==> config.mk <==
export PLATFORM = sky130hd
export DESIGN_NAME = transpose_pingpong
export DESIGN_NICKNAME = d
export VERILOG_FILES = /design/src/rtl/transpose_pingpong.sv
export SDC_FILE = /design/constraint.sdc
export NUM_CORES = 2
export LEC_CHECK = 0
export BUFFER_PORTS_ARGS = -buffer_cell sky130_fd_sc_hd__buf_2
export CORE_UTILIZATION = 40
export CTS_BUF_LIST = sky130_fd_sc_hd__clkbuf_2
export CTS_CLUSTER_SIZE = 40
export DETAILED_ROUTE_END_ITERATION = 8
export GPL_ROUTABILITY_DRIVEN = 0
export HOLD_SLACK_MARGIN = 0.1
export PLACE_DENSITY = 0.55
export SLEW_MARGIN = 20
export SYNTH_ARGS = -nofsm -noshare
export SYNTH_HDL_FRONTEND = slang
export SYNTH_SLANG_ARGS = --single-unit
export TNS_END_PERCENT = 100
==> constraint.sdc <==
create_clock -name i_clk -period 3.65 [get_ports i_clk]
set_input_delay 0.365 -clock i_clk [delete_from_list [all_inputs] [get_ports i_clk]]
set_output_delay 0.365 -clock i_clk [all_outputs]
set_load 0.05 [all_outputs]
==> src/rtl/transpose_pingpong.sv <==
// rtl/transpose_pingpong.sv - double-buffered NxN block transpose between AXI-Stream ports
module transpose_pingpong #(
   parameter int VALUE_WIDTH     = 17,
   parameter int AXIS_DATA_WIDTH = 8*((VALUE_WIDTH-1)/8+1),
   parameter int N               = 8
) (
   input  logic                       i_clk,
   input  logic                       i_reset,
   input  logic                       i_mode,
   input  logic                       i_axis_TVALID,
   output logic                       o_axis_TREADY,
   input  logic [AXIS_DATA_WIDTH-1:0] i_axis_TDATA,
   input  logic                       i_axis_TLAST,
   output logic                       o_axis_TVALID,
   input  logic                       i_axis_TREADY,
   output logic [AXIS_DATA_WIDTH-1:0] o_axis_TDATA,
   output logic                       o_axis_TLAST,
   output logic                       o_err_tlast
);

   localparam int LOG2N = $clog2(N);
   localparam int CW    = 2*LOG2N;
   // N is a power of two, so the last beat index N*N-1 is all ones.
   localparam logic [CW-1:0] LAST_CNT = '1;

   // Bank b occupies addresses {b, offset}.
   logic [VALUE_WIDTH-1:0] mem [0:2*N*N-1];

   logic                       wr_bank;
   logic                       rd_bank;
   logic [CW-1:0]              wr_cnt;
   logic [CW-1:0]              rd_cnt;
   logic [1:0]                 full;
   logic [1:0]                 mode_bit;

   logic                       wr_acc;
   logic                       wr_done;
   logic                       rd_issue;
   logic                       rd_done;
   logic [CW-1:0]              rd_addr;

   logic                       s1_valid;
   logic                       s1_last;
   logic [VALUE_WIDTH-1:0]     s1_data;
   logic [AXIS_DATA_WIDTH-1:0] s1_ext;
   logic                       out_free;
   logic                       s1_free;

   generate
      if (AXIS_DATA_WIDTH > VALUE_WIDTH) begin : g_pad
         logic unused_tdata_pad;
         assign unused_tdata_pad = ^i_axis_TDATA[AXIS_DATA_WIDTH-1:VALUE_WIDTH];
      end
   endgenerate

   assign o_axis_TREADY = !i_reset && !full[wr_bank];
   assign wr_acc        = i_axis_TVALID && o_axis_TREADY;
   assign wr_done       = wr_acc && (wr_cnt == LAST_CNT);

   // Two-stage read pipeline: memory fetch register, then output register.
   // Each stage advances whenever the stage after it is empty or draining.
   assign out_free = !o_axis_TVALID || i_axis_TREADY;
   assign s1_free  = !s1_valid || out_free;
   assign rd_issue = full[rd_bank] && s1_free;
   // The bank is released as soon as its last word is fetched; the remaining
   // beats live in the pipeline registers, so the next block reads without a gap.
   assign rd_done  = rd_issue && (rd_cnt == LAST_CNT);

   // Transpose swaps row and column fields of the counter: (cnt mod N)*N + cnt/N.
   assign rd_addr = mode_bit[rd_bank] ? rd_cnt
                                      : {rd_cnt[LOG2N-1:0], rd_cnt[CW-1:LOG2N]};

   assign s1_ext = AXIS_DATA_WIDTH'($signed(s1_data));

   // Sample storage, written only by accepted input beats.
   always_ff @(posedge i_clk) begin
      if (wr_acc)
         mem[{wr_bank, wr_cnt}] <= i_axis_TDATA[VALUE_WIDTH-1:0];
   end

   // Write-side counter, bank pointer, per-bank mode capture and TLAST check.
   always_ff @(posedge i_clk) begin
      if (i_reset) begin
         wr_bank     <= 1'b0;
         wr_cnt      <= '0;
         mode_bit    <= 2'b00;
         o_err_tlast <= 1'b0;
      end else begin
         o_err_tlast <= wr_acc && (i_axis_TLAST != (wr_cnt == LAST_CNT));
         if (wr_acc) begin
            if (wr_cnt == '0)
               mode_bit[wr_bank] <= i_mode;
            if (wr_done) begin
               wr_cnt  <= '0;
               wr_bank <= !wr_bank;
            end else begin
               wr_cnt <= wr_cnt + 1'b1;
            end
         end
      end
   end

   // Bank full flags: set on write completion, cleared on read release.
   always_ff @(posedge i_clk) begin
      if (i_reset) begin
         full <= 2'b00;
      end else begin
         if (wr_done && !wr_bank)
            full[0] <= 1'b1;
         else if (rd_done && !rd_bank)
            full[0] <= 1'b0;
         if (wr_done && wr_bank)
            full[1] <= 1'b1;
         else if (rd_done && rd_bank)
            full[1] <= 1'b0;
      end
   end

   // Read-side counter, bank pointer and the fetch/output pipeline registers.
   always_ff @(posedge i_clk) begin
      if (i_reset) begin
         rd_bank       <= 1'b0;
         rd_cnt        <= '0;
         s1_valid      <= 1'b0;
         s1_last       <= 1'b0;
         s1_data       <= '0;
         o_axis_TVALID <= 1'b0;
         o_axis_TDATA  <= '0;
         o_axis_TLAST  <= 1'b0;
      end else begin
         if (out_free) begin
            o_axis_TVALID <= s1_valid;
            if (s1_valid) begin
               o_axis_TDATA <= s1_ext;
               o_axis_TLAST <= s1_last;
            end
         end
         if (s1_free) begin
            s1_valid <= rd_issue;
            if (rd_issue) begin
               s1_data <= mem[{rd_bank, rd_addr}];
               s1_last <= (rd_cnt == LAST_CNT);
            end
         end
         if (rd_issue) begin
            if (rd_done) begin
               rd_cnt  <= '0;
               rd_bank <= !rd_bank;
            end else begin
               rd_cnt <= rd_cnt + 1'b1;
            end
         end
      end
   end

endmodule

# Word level (Yosys, flattened, before mapping)
# Memories as Yosys holds them, arrays and structs flattened. A register that Yosys moved wholly into a read port is not among the register bits.
# Index checks and enable logic that the tools add are counted.
totals:
  ff_bits: 40
  ram_bits: 2176
  input_bits: 30
  output_inout_bits: 28
  word_cells: 67
  mem_count: 1
classes:
  add_sub_neg: 2
  n_lt_le_gt_ge: 3
  n_eq_ne: 3
  muxes: 18
  n_reduce_logical: 27
mem_list:
  columns: ["memory", "words", "word_bits", "rd", "rd_clocked_by_memory_dff", "wr", "line_no", "source"]
  rows:
  - ["mem", 128, 17, 1, 1, 1, "27", "logic [VALUE_WIDTH-1:0] mem [0:2*N*N-1];"]
ops:
  columns: ["cell", "count"]
  rows:
  - ["2-to-1 mux 6 bit", 3]
  - ["2-to-1 mux 1 bit", 13]
  - ["adder 6 x 1 -> 6 bit, second input constant", 2]
  - ["equality test 6 bit, second input constant", 2]
  - ["logical AND 1 bit", 11]
  - ["AND reduction 2 bit", 5]
  - ["zero test 1 bit", 6]
  - ["zero test 6 bit", 1]
  - ["< comparator 1 x 2 -> 1 bit, second input constant", 2]
  - ["nonzero test 2 bit", 2]
  - ["bitwise mux 2 bit", 1]
  - ["logical OR 1 bit", 2]
  - ["demux 1 bit (select 1 bit)", 1]
  - ["greater-or-equal comparator 1 bit, second input constant", 1]
  - ["inequality test 1 bit", 1]

# Logic depth before layout (Yosys ltp)
logic_depth:
  depth_word: 8
  depth_mapped: 14
  depth_no_buf: 8

# Worst setup path before layout
# OpenSTA, ideal clock, no wires.
synth_timing:
  path_kind: "reg2reg"
  from: "reg wr_bank"
  to: "mem mem[111][0], enable pin"
  setup_ns: 0.391
  t_arrival_ns: 4.048
  required_ns: 3.259
  setup_slack_ns: -0.789
  stages_incl_launch_ff: 9
  n_path_buf: 2
  period_less_slack_ns: 4.439
  path_cell_list: "dfxtp_1 > clkbuf_1 > inv_1 > a211oi_1 > nand2_1 > nor2_1 > nand3_1 > clkbuf_1 > nor2_1"
synth_via:
  elab_chain_cells: 7
synth_rtl:
  columns: ["element", "line_no", "source"]
  rows:
  - ["start: declaration", "29", "logic wr_bank;"]
  - ["start signal: assignment", "95", "wr_bank <= !wr_bank;"]
  - ["2-to-1 mux 1 bit (not written as such) (2 in series)", "56", "assign o_axis_TREADY = !i_reset && !full[wr_bank];"]
  - ["zero test 1 bit", "56", null]
  - ["logical AND 1 bit", "56", null]
  - ["named net o_axis_TREADY", "11", "output logic o_axis_TREADY,"]
  - ["logical AND 1 bit", "57", "assign wr_acc = i_axis_TVALID && o_axis_TREADY;"]
  - ["2-to-1 mux 1 bit", "77", "if (wr_acc)"]
  - ["2-to-1 mux 1 bit (not written as such)", "78", "mem[{wr_bank, wr_cnt}] <= i_axis_TDATA[VALUE_WIDTH-1:0];"]
  - ["end: declaration", "27", null]
# The timed path passes the listed nets, and every way through them passes these cells. The select of a mux whose other input is x is not followed.

# Worst setup path in the final report
layout_timing:
  from: "reg rd_cnt[2]"
  to: "reg s1_data[7] (read register of mem)"
layout_via:
  elab_chain_cells: 1
layout_rtl:
  columns: ["element", "line_no", "source"]
  rows:
  - ["start: declaration", "32", "logic [CW-1:0] rd_cnt;"]
  - ["start signal: assignment", "150", "rd_cnt <= rd_cnt + 1'b1;"]
  - ["2-to-1 mux 6 bit", "70", "assign rd_addr = mode_bit[rd_bank] ? rd_cnt"]
  - ["end: declaration", "44", "logic [VALUE_WIDTH-1:0] s1_data;"]
# No other way between the ends.
# A chain may end at the register's enable or synchronous reset.

==> out/summary.txt <==
=================================================================================
P_leak                                                                    34.4 nW
Yosys warning total                                                             0
Maximum vdd ir drop                                                      0.329 mV
CTS root buf                                                         sky130_fd_sc_hd__clkbuf_2
Routed wire length per instance                                           29.8 µm
Number of buffers and inverters on the critical path                            3
Number of antenna violations at the first check in global routing              14
Crit-path cells                                                      nand2b_1 -> buf_4 -> o22a_1 -> nor2b_1 -> buf_4 -> a21oi_1 -> a311oi_1 -> buf_4 -> a31oi_1 -> and4_1 -> a2111oi_1
Highest clock rate                                                        276 MHz
Avg Synthesized Cell Area                                                16.2 µm²
Instance count on the critical path                                            11
Post-Synthesis Cells                                                         5321
DRC viols                                                                       0
Cell types with the largest area share after synthesis               sky130_fd_sc_hd__edfxtp_1 76%, sky130_fd_sc_hd__mux4_2 4.6%, sky130_fd_sc_hd__nand2_1 3.9%
Yosys cell types                                                               70
Number of vias in the routed layout                                         54646
Total chip power                                                          45.8 mW
Library cell with the largest summed area after synthesis            sky130_fd_sc_hd__edfxtp_1
All-layer global routing usage                                              0.257
Chip width                                                                 467 µm
Final clock skew                                                         0.178 ns
Final hold slack                                                         0.464 ns
Outcome                                                              finished clean
Cell area after layout                                                 101000 µm²
Number of antenna-violating nets in the routed design                           0
Critical path endpoint category                                         flip-flop
Post-layout worst setup margin                                          0.0224 ns
Post-synth EDFFs                                                             2176
First-pass GRT wire length                                              396000 µm
Post-placement worst setup slack                                        -0.297 ns
Worst min-delay path class                                           flip-flop to flip-flop
Maximum fanout along the worst path                                            13
Last element of the critical path                                    s1_data[7]$_SDFFE_PP0P_
Die ar.                                                                218000 µm²
Depth of the CTS H-tree                                                         6
Clock tree from TritonCTS                                                    done
CP startpoint kind                                                      flip-flop
Cell type of the slowest stage on the worst timing path              sky130_fd_sc_hd__dfxtp_1
Via-per-instance ratio                                                       5.76
Chip Height                                                                467 µm
Number of hold-slack violations in the final timing report                      0
Top_reg_cell synth                                                   sky130_fd_sc_hd__edfxtp_1
Minimum clock period after layout                                         3.63 ns
Initial drt markers                                                          6847
Area Overhead vs Synth                                                      17.0%
Async set-or-reset flop fraction in the synthesized netlist                     0
Critical R2R Capture                                                 s1_data[7]$_SDFFE_PP0P_
Max Buffers Root-to-Sink                                                        4
Final net count                                                              6325
Longest individual stage delay on the worst path                          0.69 ns
Worst setup path startpoint                                          rd_cnt[2]$_SDFFE_PP0P_
Critical Setup Path Class                                            flip-flop to flip-flop
Number of buffers inserted by port buffering                                   50
Pins over their slew limit                                                      0
RR Startpoint                                                        rd_cnt[2]$_SDFFE_PP0P_
Length in cells of the worst reg-to-reg path                                   11
Largest net degree at the start of global routing                              75
Initial Util                                                                0.403
Total CTS buffers                                                             579
I/O Pins                                                                       58
Final core occ                                                              0.471
Post-detailed-placement half-perimeter wirelength                       170000 µm
Rel. slew slack                                                             0.152
Proportion of layout cells with a drive suffix above 1                      0.283
Clock sink count                                                             2233
Worst-skew pair later-pin latency                                         1.88 ns
Total of flip-flops plus latches after synthesis                             2233
Num rows                                                                      170
Net Count, Synth                                                             5354
Number of iterations in the first detailed-routing pass                         6
PD cells                                                               453 nW/µm²
Cell Area, Placed                                                       94600 µm²
# Max-Cap Violations                                                            0
CP most frequent cell                                                sky130_fd_sc_hd__buf_4
Final setup viols                                                               0
CP Data Arrival Time                                                      5.32 ns
Placeable Area                                                         215000 µm²
Internal reg-to-reg setup slack                                           0.02 ns
Critical path data required time                                          5.34 ns
Sequential fraction of the synthesis area                                   0.769
Part of the cycle the worst path needs                                      0.994
Kind of cell adding the most delay to the critical path              compound AO/OA/AOI/OAI gates
Post-synth top area share                                                   0.756
Clock slew seen by the registers of the worst setup and hold paths        0.11 ns
Total congestion overflow                                                       0
Wire length after detailed routing                                      283000 µm
Synthesized cell area                                                   86400 µm²
Worst-Margin Slew                                                         1.27 ns
Number of global-route vias before repair                                   53445
=================================================================================
-- registers in the layout, indices dropped and copies added, names as in the netlist, 2 cells and up --
register      count
s1_data          17
full              2
mem            2176
rd_cnt            6
wr_cnt            6
mode_bit          2
o_axis_TDATA     17
-- metal layers --
layer / track usage / share of wire / up-vias
met4: 0.125 / 0.049 / 6
met5: 0 / 0.00014 / -
met1: 0.356 / 0.41 / 27787
met2: 0.387 / 0.45 / 3104
li1: - / - / 23163
met3: 0.0537 / 0.093 / 586
-- synthesized netlist by cell type, drive strengths merged, types with 43 or more instances --
library cell and n:
nand4 47, nand2 906, o22ai 71, nor4 53, o221ai 62, o21ai 120
a31oi 54, edfxtp 2176, buf 183, mux4 178, nor2 231, mux2i 187
a21oi 245, dfxtp 57, nand3 186, a22oi 61, clkbuf 157, a32oi 43
-- cell type report --
class	count	area, µm²
fillers	18700	113000
diodes	15	37.5
clock inverters	97	669
flip-flops and latches	2233	66500
well taps	2838	3550
clock buffers	834	4170
multi-input cells	2742	18900
repair buffers	730	7300
inverters	6	22.5
-- cells by family (layout without fill, tap and decap cells) --
family / count (synthesis) / after routing / synth area share
buffers and inverters: 346 / 1667 / 0.0197
adders and majority gates: 3 / 3 / 0.000434
DFF: 2233 / 2233 / 0.769
and+or+nand+nor: 1482 / 1482 / 0.0720
other: 0 / 15 / 0
xor gates and xnor gates: 10 / 10 / 0.00101
AOI/OAI and AO/OA: 866 / 866 / 0.0673
muxes: 381 / 381 / 0.0704
-- timing repair --
item                                    in CTS  in global routing
gates resized for setup                     39                 28
pin swaps                                    3                  5
buffers inserted                             4                  4
endpoints found under the hold margin     4230                  0
gates cloned                                 3                  2
endpoints found under the setup margin      15                 17
hold buffers                                91                  0
-- worst register-to-register path: cells and delay by family, from the launching register on --
kind,cells,cell delay (ns)
and+or+nand+nor,3,0.99
DFF,1,0.69
AOI/OAI and AO/OA,5,1.18
buffers and inverters,3,0.65
-- per-stage QoR --
stage          instances  TNS (ns)
6_report            9495         0
5_1_grt             9491   -0.0159
4_1_cts             9474         0
3_5_place_dp        8445     -1.36
3_3_place_gp        8443     -1.30
2_1_floorplan       5321    -64.34
-- layout by cell type (no fill, tap or decap), types with 97 or more instances in the layout --
cell type,synthesis,final
sky130_fd_sc_hd__nor2_2,1,97
sky130_fd_sc_hd__edfxtp_1,2176,2176
sky130_fd_sc_hd__nor2_1,230,133
sky130_fd_sc_hd__nand3_1,186,183
sky130_fd_sc_hd__buf_4,41,497
sky130_fd_sc_hd__clkbuf_2,0,834
sky130_fd_sc_hd__mux2i_1,184,174
sky130_fd_sc_hd__o21ai_0,114,111
sky130_fd_sc_hd__nand2_1,906,898
sky130_fd_sc_hd__mux4_2,178,178
sky130_fd_sc_hd__a21oi_1,245,240
-- power breakdown --
group | internal, mW | switching (mW) | leakage, nW | total (mW)
sequential | 28.1 | 0.00728 | 20.0 | 28.1
combinational | 0.253 | 0.734 | 10.6 | 0.987
clock | 6.77 | 9.96 | 3.80 | 16.7
total | 35.1 | 10.7 | 34.4 | 45.8
-- worst min path at each step --
stage	from	endpoint	slack (ns)	depth (start not counted)
after floorplan	s1_data[4]$_SDFFE_PP0P_	o_axis_TDATA[4]$_SDFFE_PP0P_	0.43	2
after global placement	o_axis_TDATA[6]$_SDFFE_PP0P_	o_axis_TDATA[6]$_SDFFE_PP0P_	0.45	2
after detailed placement	o_axis_TDATA[8]$_SDFFE_PP0P_	o_axis_TDATA[8]$_SDFFE_PP0P_	0.45	2
after CTS	i_mode	mode_bit[0]$_SDFFE_PP0P_	0.38	6
after global routing	i_mode	mode_bit[0]$_SDFFE_PP0P_	0.46	6
final	o_axis_TDATA[8]$_SDFFE_PP0P_	o_axis_TDATA[8]$_SDFFE_PP0P_	0.46	2
No activity file was read; power rests on OpenSTA's default activity.
